### config.mk
export PLATFORM = sky130hd
export DESIGN_NAME = sort6_sequencer
export DESIGN_NICKNAME = d
export VERILOG_FILES = /design/src/rtl/sort6_pkg.sv /design/src/rtl/sort6_sequencer_comparator.sv /design/src/rtl/sort6_sequencer.sv
export SDC_FILE = /design/constraint.sdc
export NUM_CORES = 1
export LEC_CHECK = 0
export CORE_MARGIN = 4
export CORE_UTILIZATION = 65
export DETAILED_ROUTE_END_ITERATION = 7
export PLACE_DENSITY_LB_ADDON = 0.08
export SKIP_CTS_REPAIR_TIMING = 1
export SYNTH_ARGS = -nofsm -noshare
export SYNTH_HDL_FRONTEND = slang
export SYNTH_SLANG_ARGS = --single-unit
### constraint.sdc
create_clock -name clk -period 5.9 [get_ports clk]
set_input_delay 0.59 -clock clk [delete_from_list [all_inputs] [get_ports clk]]
set_output_delay 0.59 -clock clk [all_outputs]
set_load 0.02 [all_outputs]
### src/rtl/sort6_pkg.sv
// Shared definitions for the sort6 sequential sorter.
// Holds the default block geometry, the derived counter width and sort
// duration, and the FSM state encoding used by sort6_sequencer.
package sort6_pkg;

    localparam int unsigned N_DEFAULT     = 8;
    localparam int unsigned DEPTH_DEFAULT = 6;
    localparam int unsigned CNT_W         = $clog2(DEPTH_DEFAULT);
    localparam int unsigned SORT_CYCLES   = (DEPTH_DEFAULT - 1) * (DEPTH_DEFAULT - 1);

    typedef enum logic [1:0] {
        ST_LOAD  = 2'd0,
        ST_SORT  = 2'd1,
        ST_DRAIN = 2'd2
    } state_e;

endpackage

### src/rtl/sort6_sequencer_comparator.sv
// Unsigned magnitude comparator producing less / equal / greater flags.
// Ports:
//   a, b : N-bit unsigned operands
//   l    : a <  b
//   e    : a == b
//   g    : a >  b
// Exactly one flag is high for any pair of operands.
module comparator #(
    parameter int unsigned N = 8
) (
    input  logic [N-1:0] a,
    input  logic [N-1:0] b,
    output logic         l,
    output logic         e,
    output logic         g
);

    assign l = (a < b);
    assign e = (a == b);
    assign g = (a > b);

endmodule

### src/rtl/sort6_sequencer.sv
// Sequential block sorter: loads DEPTH unsigned words over a valid/ready
// stream, sorts them in place with a fixed-schedule bubble sort (one
// compare per cycle through a single comparator), then streams them out in
// ascending order.
// Ports:
//   clk, rst_n          : clock, asynchronous active-low reset
//   in_valid / in_ready : input handshake (ready only while loading)
//   in_data             : N-bit input word
//   out_valid/out_ready : output handshake (valid only while draining)
//   out_data            : N-bit sorted word, ascending
//   out_last            : marks the largest (final) word of the block
//   busy                : high while sorting or draining
module sort6_sequencer
    import sort6_pkg::*;
#(
    parameter int unsigned N     = N_DEFAULT,
    parameter int unsigned DEPTH = DEPTH_DEFAULT
) (
    input  logic         clk,
    input  logic         rst_n,
    input  logic         in_valid,
    output logic         in_ready,
    input  logic [N-1:0] in_data,
    output logic         out_valid,
    input  logic         out_ready,
    output logic [N-1:0] out_data,
    output logic         out_last,
    output logic         busy
);

    localparam int unsigned   CW            = $clog2(DEPTH);
    localparam logic [CW-1:0] IDX_LAST      = CW'(DEPTH - 1);
    localparam logic [CW-1:0] IDX_PAIR_LAST = CW'(DEPTH - 2);

    state_e state_q, state_d;

    logic [CW-1:0] wr_idx_q, wr_idx_d;
    logic [CW-1:0] rd_idx_q, rd_idx_d;
    logic [CW-1:0] pair_q,   pair_d;
    logic [CW-1:0] pass_q,   pass_d;

    logic [N-1:0] mem_q [DEPTH];

    logic [CW-1:0] pair_hi;
    logic [N-1:0]  cmp_a, cmp_b;
    logic          cmp_l, cmp_e, cmp_g;
    logic          load_we;
    logic          swap_en;

    // Compare the current adjacent pair; only "greater" causes a swap so
    // equal words keep their relative order.
    assign pair_hi = pair_q + CW'(1);
    assign cmp_a   = mem_q[pair_q];
    assign cmp_b   = mem_q[pair_hi];

    comparator #(
        .N (N)
    ) u_cmp (
        .a (cmp_a),
        .b (cmp_b),
        .l (cmp_l),
        .e (cmp_e),
        .g (cmp_g)
    );

    assign load_we = (state_q == ST_LOAD) && in_valid;
    assign swap_en = (state_q == ST_SORT) && cmp_g;

    // State and counter registers.
    always_ff @(posedge clk or negedge rst_n) begin
        if (!rst_n) begin
            state_q  <= ST_LOAD;
            wr_idx_q <= '0;
            rd_idx_q <= '0;
            pair_q   <= '0;
            pass_q   <= '0;
        end else begin
            state_q  <= state_d;
            wr_idx_q <= wr_idx_d;
            rd_idx_q <= rd_idx_d;
            pair_q   <= pair_d;
            pass_q   <= pass_d;
        end
    end

    // Next-state and counter advance.
    always_comb begin
        state_d  = state_q;
        wr_idx_d = wr_idx_q;
        rd_idx_d = rd_idx_q;
        pair_d   = pair_q;
        pass_d   = pass_q;
        case (state_q)
            ST_LOAD: begin
                if (in_valid) begin
                    if (wr_idx_q == IDX_LAST) begin
                        wr_idx_d = '0;
                        pair_d   = '0;
                        pass_d   = '0;
                        state_d  = ST_SORT;
                    end else begin
                        wr_idx_d = wr_idx_q + CW'(1);
                    end
                end
            end
            ST_SORT: begin
                // DEPTH-1 passes of DEPTH-1 compares, no early exit.
                if (pair_q == IDX_PAIR_LAST) begin
                    pair_d = '0;
                    if (pass_q == IDX_PAIR_LAST) begin
                        pass_d   = '0;
                        rd_idx_d = '0;
                        state_d  = ST_DRAIN;
                    end else begin
                        pass_d = pass_q + CW'(1);
                    end
                end else begin
                    pair_d = pair_q + CW'(1);
                end
            end
            ST_DRAIN: begin
                if (out_ready) begin
                    if (rd_idx_q == IDX_LAST) begin
                        rd_idx_d = '0;
                        state_d  = ST_LOAD;
                    end else begin
                        rd_idx_d = rd_idx_q + CW'(1);
                    end
                end
            end
            default: begin
                state_d = ST_LOAD;
            end
        endcase
    end

    // Handshake and status decode from registered state only.
    always_comb begin
        in_ready  = 1'b0;
        out_valid = 1'b0;
        out_last  = 1'b0;
        busy      = 1'b0;
        case (state_q)
            ST_LOAD: begin
                in_ready = 1'b1;
            end
            ST_SORT: begin
                busy = 1'b1;
            end
            ST_DRAIN: begin
                out_valid = 1'b1;
                busy      = 1'b1;
                out_last  = (rd_idx_q == IDX_LAST);
            end
            default: begin
                in_ready = 1'b0;
            end
        endcase
    end

    assign out_data = mem_q[rd_idx_q];

    // Block storage: written while loading, pair-swapped while sorting.
    always_ff @(posedge clk or negedge rst_n) begin
        if (!rst_n) begin
            for (int k = 0; k < int'(DEPTH); k++) begin
                mem_q[k] <= '0;
            end
        end else if (load_we) begin
            mem_q[wr_idx_q] <= in_data;
        end else if (swap_en) begin
            mem_q[pair_q]  <= cmp_b;
            mem_q[pair_hi] <= cmp_a;
        end
    end

    // Comparator flags are mutually exclusive; indices stay inside the block.
    cmp_flags_onehot_a: assert property (@(posedge clk) disable iff (!rst_n)
        $onehot({cmp_l, cmp_e, cmp_g}));

    idx_in_range_a: assert property (@(posedge clk) disable iff (!rst_n)
        (wr_idx_q <= IDX_LAST) && (rd_idx_q <= IDX_LAST));

endmodule
# Word-level counts from Yosys, hierarchy flattened
# Index checks and enable logic that the tools add are counted.
[word_totals]
ff_bits = 62
latch_bits = 0
ramBits = 0
romBits = 0
inputBits = 12
out_inout_bits = 12
word_cells = 98
n_memories = 0
[op_classes]
add_sub_neg = 4
n_mul = 0
n_div = 0
order_cmp = 8
eq_ne = 12
shifts = 0
mux = 44
bitwise = 4
reduce_logical = 15
[ops]
columns = ["operator", "n"]
rows = [
  ["48-bit bitwise mux", 3],
  ["48-bit two-way mux", 2],
  ["8-bit binary-select mux with 3-bit select", 3],
  ["8-bit demux with 3-bit select", 3],
  ["8-bit two-way mux", 9],
  ["3-bit two-way mux", 10],
  ["3-bit case mux with 2 select lines", 3],
  ["4-bit greater-or-equal comparator, second input constant", 4],
  ["3-bit inverter with 4-bit output", 4],
  ["3-bit by 1-bit adder with 3-bit output, second input constant", 4],
  ["3-bit equality test, second input constant", 4],
  ["4-bit by 1-bit less-than comparator with 1-bit output, second input constant", 3],
  ["2-bit two-way mux", 6],
  ["8-bit > comparator", 1],
  ["4-bit AND reduction", 2],
  ["2-bit by 1-bit != test with 1-bit output, second input constant", 3],
  ["2-bit != test, second input constant", 3],
  ["2-bit case mux with 3 select lines", 1],
  ["6-bit AND reduction", 1],
  ["2-bit nonzero test", 3],
  ["1-bit logical AND", 5],
  ["1-bit two-way mux", 4],
  ["3-bit AND reduction", 1],
  ["2-bit by 1-bit equality test with 1-bit output, second input constant", 1],
  ["other kinds (4)", 4],
]

# Logic depth before layout (Yosys ltp)
# Gate-level depths: netlist of the first run.
[logic_depth]
ltp_word = 9
mapped_depth = 17
ltp_nobuf = 14

# Hierarchy
# Synthesis of the first run repeated with hierarchy kept, for this count alone.
[hier_totals]
cells_unflattened = 597
area_unflattened_um2 = 5367.6
[modules_own_cells]
columns = ["mod", "n_inst", "cells_per_inst", "area_per_inst_um2", "seq_area_each_um2"]
rows = [
  ["sort6_sequencer", 1, 568, 5142.4, 1551.5],
  ["comparator", 1, 29, 225.2, 0.0],
]

# Worst setup path after synthesis of the first run
# Ideal clock, no wire load.
[synth_path]
kind = "reg-to-reg"
from = "register pair_q[0]"
to = "register mem_q[16] (netlist name)"
setup_time_ps = 125
arrival_time_ps = 3389
required_ps = 5775
setup_slack_ps = 2386
stages_incl_launch_ff = 17
path_buffers = 2
synth_period_minus_slack_ps = 3514
path_cell_list = "dfrtp_1 > buf_4 > buf_6 > inv_1 > ha_1 > inv_1 > nand2_2 > o22ai_1 > a21oi_1 > inv_1 > ha_1 > nor2b_1 > o211ai_1 > a21oi_1 > nor2_1 > a211oi_4 > mux2_2"
[synth_via]
elab_chain_cells = 9
word_cells_on_any_way = 26
classes_between = "add/sub (1); order compare (5); mux (14); bitwise (2); reduce/logical (4)"
[synth_rtl]
columns = ["element", "line_no", "source"]
rows = [
  ["start: declaration", "sort6_sequencer.sv:39", "logic [CW-1:0] pair_q, pair_d;"],
  ["start signal: assignment", "sort6_sequencer.sv:81", "pair_q <= pair_d;"],
  ["parallel branches: the longest is 9 deep, another holds 8-bit > comparator", "--", ""],
  ["end signal: indexed assignment", "sort6_sequencer.sv:170", "mem_q[wr_idx_q] <= in_data;"],
  ["end signal: indexed assignment", "sort6_sequencer.sv:172", "mem_q[pair_q] <= cmp_b;"],
  ["end signal: indexed assignment", "sort6_sequencer.sv:173", "mem_q[pair_hi] <= cmp_a;"],
  ["end: declaration", "sort6_sequencer.sv:42", "logic [N-1:0] mem_q [DEPTH];"],
]
# Several ways; the timed one is not identified. The select of a mux whose other input is x is not followed.
# A chain may end at the register's enable or synchronous reset.

# Final worst setup path of the first run
[layout_path]
from = "register pair_q[2]"
to = "register mem_q[23] (netlist name)"
# Same word-level chain as after synthesis.

==> flow_metrics.env, run 1 <==
export IMPL_critPathMaxFanout=20
export IMPL_clockBufferDepth=2
export IMPL_cap_violations=0
export IMPL_die_area_um2=9070
export IMPL_hold_viol=0
export IMPL_die_y_um=95.2
export IMPL_clock_root_buffer="clkbuf_8"
export IMPL_antenna_found_initial=0
export IMPL_dpl_cell_area_um2=5160
export IMPL_drive_gt1_share_pct=18.8
export IMPL_cp_slowest_cell="dfrtp_1"
export IMPL_stdcell_count=626
export IMPL_p_total_mw=3.65
export IMPL_antenna_diode_count=0
export IMPL_fmax_mhz=211
export IMPL_status="complete, no violations"
export IMPL_cp_required_ps=6140
export IMPL_power_leakage_nw=2.30
export IMPL_port_buffers=23
export IMPL_final_cell_mix="61 x nand2_1, 61 x dfrtp_1, 48 x mux2_2"
export IMPL_drc_errors=0
export IMPL_globalplace_congestion=1.05
export IMPL_period_needed_ps=4740
export IMPL_clock_sinks=62
export IMPL_start_util_pct=67.5
export IMPL_io_pins=24
export IMPL_grt_pass1_vias=4263
export IMPL_routed_via_density=7.23
export IMPL_grt_pass1_wl_um=23900
export IMPL_first_pass_iters=6
export IMPL_wl_per_cell_um=24.8
export IMPL_preCtsSetupSlack_ps=1290
export IMPL_worst_pin_slew_ps=1210
export IMPL_crit_chain="xnor2_2, nor2_1, a21oi_1, ha_1, nor2b_1, o211ai_1, a21oi_1, nor2_1, a211oi_4, mux2_2"
export IMPL_grt_setup_unrepaired="false"
export IMPL_fin_crit_sh_pct=80.3
export IMPL_layout_setup_ws_ps=1160
export IMPL_finalSetupTns_ps=0
export IMPL_die_w_um=95.2
export IMPL_yosys_area_top_type="dfrtp_1"
export IMPL_fin_skew_ps=10.3
export IMPL_core_um2=7330
export IMPL_synthCells=507
export IMPL_synthFlopType="dfrtp_1"
export IMPL_crit_path_start_kind="flop"
export IMPL_cts_tree="done"
export IMPL_ys_seq_elements=62
export IMPL_vias=4525
export IMPL_rows=31
export IMPL_synth_fp_nets=534
export IMPL_grt_max_degree=63
export IMPL_cp_arrival_ps=4980
export IMPL_min_path_type="input pin to async pin"
export IMPL_p_per_area_nw_per_um2=680
export IMPL_final_nets=549
export IMPL_final_antenna_net_count=0
export IMPL_h_tree_depth=3
export IMPL_hold_ws_ps=394
export IMPL_hpwlAfterDp_um=10500
export IMPL_critPathCaptureType="flop"
export IMPL_syn_area_per_cell_um2=9.75
export IMPL_slowest_delay_ps=910
export IMPL_post_route_cell_area_um2=5360
export IMPL_synth_area_top_cells="dfrtp_1 31%, mux2_2 11%, mux2i_1 7.5%"
export IMPL_ys_types=56
export IMPL_clk_pin_slew_worst_paths_ps=80
export IMPL_finalSetupViolCount=0
export IMPL_layout_filler_cells=532
export IMPL_synthesis_area_um2=4940
export IMPL_dpl_cell_count=610
export IMPL_max_vdd_ir_drop_mv=0.313
export IMPL_grt_use_total_pct=35.6
export IMPL_synth_warnings=0
export IMPL_fin_util_pct=73.2
export IMPL_synthArstFlopShare_pct=100
export IMPL_grt_ovfl_total=0
export IMPL_worstSkewPairLatency_ps=360
export IMPL_yosysSeqAreaShare_pct=31.4
export IMPL_slew_viol_final=0
export IMPL_drt_wl_total_um=15500
export IMPL_synth_edf_count=0
export IMPL_cts_made_buffers=9
export IMPL_path_class="flop to flop"
export IMPL_area_growth_syn_to_layout_pct=8.45
export IMPL_slew_limit_headroom_pct=19.0
export IMPL_first_iter_violations=524
export IMPL_synth_top_area_share_pct=31.4
[cell families (layout without fill, tap and decap cells)]
| kind of cell | count (synthesis) | count (layout) | share of synthesized area (%) |
|---|---|---|---|
| AND/OR/NAND/NOR | 125 | 125 | 12.4 |
| adder cells (fa/ha/maj) | 15 | 15 | 3.80 |
| flip-flops | 62 | 62 | 31.4 |
| XOR/XNOR | 2 | 2 | 0.506 |
| AO/OA/AOI/OAI | 153 | 153 | 22.6 |
| buffers and inverters | 49 | 69 | 5.21 |
| multiplexers | 101 | 101 | 24.1 |
[per-layer routing]
layer | vias up | wire [µm] | GRT usage, %
li1 | 1970 | - | -
met1 | 2166 | 6180 | 48.7
met2 | 319 | 6780 | 51.5
met3 | 70 | 1820 | 10.1
met4 | 0 | 726 | 17.5
met5 | - | 0 | 0
[sequential cells by signal, summed over array words and instances (netlist names)]
register and cells:
mem_q 48, pair_q 3, pass_q 3, rd_idx_q 3, wr_idx_q 3, state_q 2
[area by class of cell]
class	count	area [µm²]	share of cell area, %
Clock buffer	9	124	2.31
Clock inverter	7	73.8	1.38
Inverter	26	97.6	1.82
Multi-Input combinational cell	396	3140	58.5
Sequential cell	62	1550	29.0
Tap cell	99	124	2.31
Timing Repair Buffer	27	255	4.76
[worst max-delay path: cells and delay by family, from the launching register on]
family / cells / cell delay [ps]
simple gates: 3 / 1080
xor+xnor: 1 / 340
fa+ha+maj: 1 / 410
compound gates: 4 / 1460
flops: 1 / 910
mux: 1 / 400
[synth_stat cells, types with 4 or more instances]
master	number
o22ai_1	12
mux2_2	48
a21oi_1	18
nand2_1	61
ha_1	15
dfrtp_1	62
o21ai_0	40
a221oi_2	4
mux4_2	9
nand2_2	4
inv_1	26
a2bb2oi_1	16
o221ai_1	30
mux2_1	7
nand2b_1	10
buf_6	6
buf_4	5
buf_2	8
nand3_1	9
mux2i_1	37
a31oi_1	5
nor2_1	21
[report_power, final]
| group | leakage [nW] | switching, mW | internal (mW) |
|---|---|---|---|
| logic | 1.38 | 1.46 | 0.947 |
| registers | 0.817 | 0.246 | 0.604 |
| clock network | 0.0996 | 0.196 | 0.196 |
[final timing paths]
check                           depth (start not counted)   endpoint       from  slack [ps]
min in group clk                                        1  pair_q[0]  pair_q[0]         540
worst min-delay path                                    2  pass_q[1]      rst_n         390
max in group asynchronous                               2  pair_q[0]      rst_n        4930
worst max-delay path                                   10  mem_q[23]  pair_q[2]        1160
worst max register to register                         10  mem_q[23]  pair_q[2]        1160
worst min register to register                          1  pair_q[0]  pair_q[0]         540
Power figures use the tool's default switching activity.
==> run 2: changes to the inputs <==
--- a/config.mk
+++ b/config.mk
@@ -6,7 +6,7 @@
 export NUM_CORES = 1
 export LEC_CHECK = 0
 export CORE_MARGIN = 4
-export CORE_UTILIZATION = 65
+export CORE_UTILIZATION = 62
 export DETAILED_ROUTE_END_ITERATION = 7
 export PLACE_DENSITY_LB_ADDON = 0.08
 export SKIP_CTS_REPAIR_TIMING = 1
==> constraint.sdc (replaced) <==
create_clock -name clk -period 4.45 [get_ports clk]
set_input_delay 0.445 -clock clk [delete_from_list [all_inputs] [get_ports clk]]
set_output_delay 0.445 -clock clk [all_outputs]
set_load 0.02 [all_outputs]
==> flow_metrics.env, run 2 (synthesis results as in run 1) <==
export IMPL_cts_made_buffers=9
export IMPL_die_y_um=97.3
export IMPL_clock_sinks=62
export IMPL_port_buffers=23
export IMPL_grt_pass1_vias=4680
export IMPL_cts_tree="done"
export IMPL_post_route_cell_area_um2=5540
export IMPL_top_layer_used="met4"
export IMPL_period_needed_ps=4040
export IMPL_globalplace_congestion=1.09
export IMPL_h_tree_depth=3
export IMPL_cp_required_ps=4680
export IMPL_io_pins=24
export IMPL_critPathMaxFanout=13
export IMPL_max_flop_register="mem_q"
export IMPL_start_util_pct=64.0
export IMPL_worstSkewPairLatency_ps=350
export IMPL_drc_errors=0
export IMPL_p_per_area_nw_per_um2=920
export IMPL_worst_pin_slew_ps=1150
export IMPL_fin_skew_ps=8.78
export IMPL_met3WireLength_um=2240
export IMPL_wl_per_cell_um=25.5
export IMPL_first_iter_violations=678
export IMPL_power_leakage_nw=2.41
export IMPL_routed_via_density=7.10
export IMPL_slew_limit_headroom_pct=23.5
export IMPL_finalSetupTns_ps=0
export IMPL_cap_violations=0
export IMPL_grt_max_degree=63
export IMPL_final_nets=572
export IMPL_grt_setup_unrepaired="false"
export IMPL_die_w_um=97.3
export IMPL_clockBufferDepth=2
export IMPL_grt_ovfl_total=0
export IMPL_wl_met1_um=6510
export IMPL_final_antenna_net_count=0
export IMPL_grt_pass1_wl_um=26400
export IMPL_met2_length_um=7180
export IMPL_drt_wl_total_um=16600
export IMPL_rows=32
export IMPL_clk_pin_slew_worst_paths_ps=80
export IMPL_slew_viol_final=0
export IMPL_crit_path_start_kind="flop"
export IMPL_path_class="flop to flop"
export IMPL_finalSetupViolCount=0
export IMPL_vias=4623
export IMPL_max_vdd_ir_drop_mv=0.446
export IMPL_drive_gt1_share_pct=22.0
export IMPL_core_um2=7730
export IMPL_critPathCaptureType="flop"
export IMPL_largest_reg_flops=48
export IMPL_final_cell_mix="61 x nand2_1, 61 x dfrtp_1, 48 x mux2_2"
export IMPL_hpwlAfterDp_um=11900
export IMPL_min_path_type="input pin to async pin"
export IMPL_grt_use_total_pct=35.8
export IMPL_antenna_found_initial=0
export IMPL_area_growth_syn_to_layout_pct=12.1
export IMPL_fin_crit_sh_pct=90.7
export IMPL_status="complete, no violations"
export IMPL_clock_root_buffer="clkbuf_8"
export IMPL_die_area_um2=9470
export IMPL_hold_viol=0
export IMPL_fmax_mhz=248
export IMPL_dpl_cell_area_um2=5350
export IMPL_cp_arrival_ps=4260
export IMPL_antenna_diode_count=0
export IMPL_first_pass_iters=6
-- run 2: changes by cell type in the layout (fill, tap and decap cells not counted), sizes merged --
cell / change
buf: +23
inv: -1
clkinv: -2
clkbuf: +2
-- run 2: per-layer routing --
layer  global-route usage (%)  vias up
met5                     2.75        -
met4                     13.5        0
met3                     10.6       61
met2                     53.6      335
met1                     48.9     2215
li1                         -     2012
-- run 2: through the flow --
step                power, mW  setup slack, ps  util, %  cells  hold slack (ps)
floorplan                3.39              936        -    507              149
global placement         4.42              508     69.3    636              518
detailed placement       4.47              382     69.3    636              533
CTS                      4.99              360     71.7    651              300
global route             5.41             84.0     71.7    651              324
finish                   5.10              413     71.7    651              263
-- run 2: final timing paths --
check	cells past startpoint	startpoint	slack, ps	endpoint
min	2	rst_n	260	pass_q[1]
max in group asynchronous	2	rst_n	3620	pair_q[0]
min in group clk	2	mem_q[37]	550	mem_q[37]
max	16	pair_q[1]	410	mem_q[23]
max reg2reg	16	pair_q[1]	410	mem_q[23]
min reg2reg	2	mem_q[37]	550	mem_q[37]
-- run 2: area by class of cell --
| cell class | count | area (µm²) |
|---|---|---|
| Tap cell | 102 | 128 |
| Clock inverter | 4 | 47.5 |
| Fill cell | 607 | 2180 |
| Sequential cell | 62 | 1550 |
| Timing Repair Buffer | 50 | 440 |
| Inverter | 26 | 97.6 |
| Clock buffer | 11 | 141 |
| Multi-Input combinational cell | 396 | 3140 |
-- run 2: power breakdown --
part	switching (mW)	leakage (nW)	internal, mW	total (mW)
Combinational	2.01	1.50	1.44	3.45
Clock	0.233	0.0952	0.269	0.503
Sequential	0.347	0.817	0.801	1.15
-- run 2: critical path, cell delays in order, from the launching register on --
cell      delay (ps)
dfrtp_1          580
inv_1            210
ha_1             470
inv_1            170
nand2_2          170
o22ai_1           90
a21oi_1          410
inv_1             90
ha_1             200
nor2b_1          120
o211ai_1          90
a21oi_1          140
buf_4            170
nor2_1            80
a211oi_4         370
buf_4            220
mux2_2           330
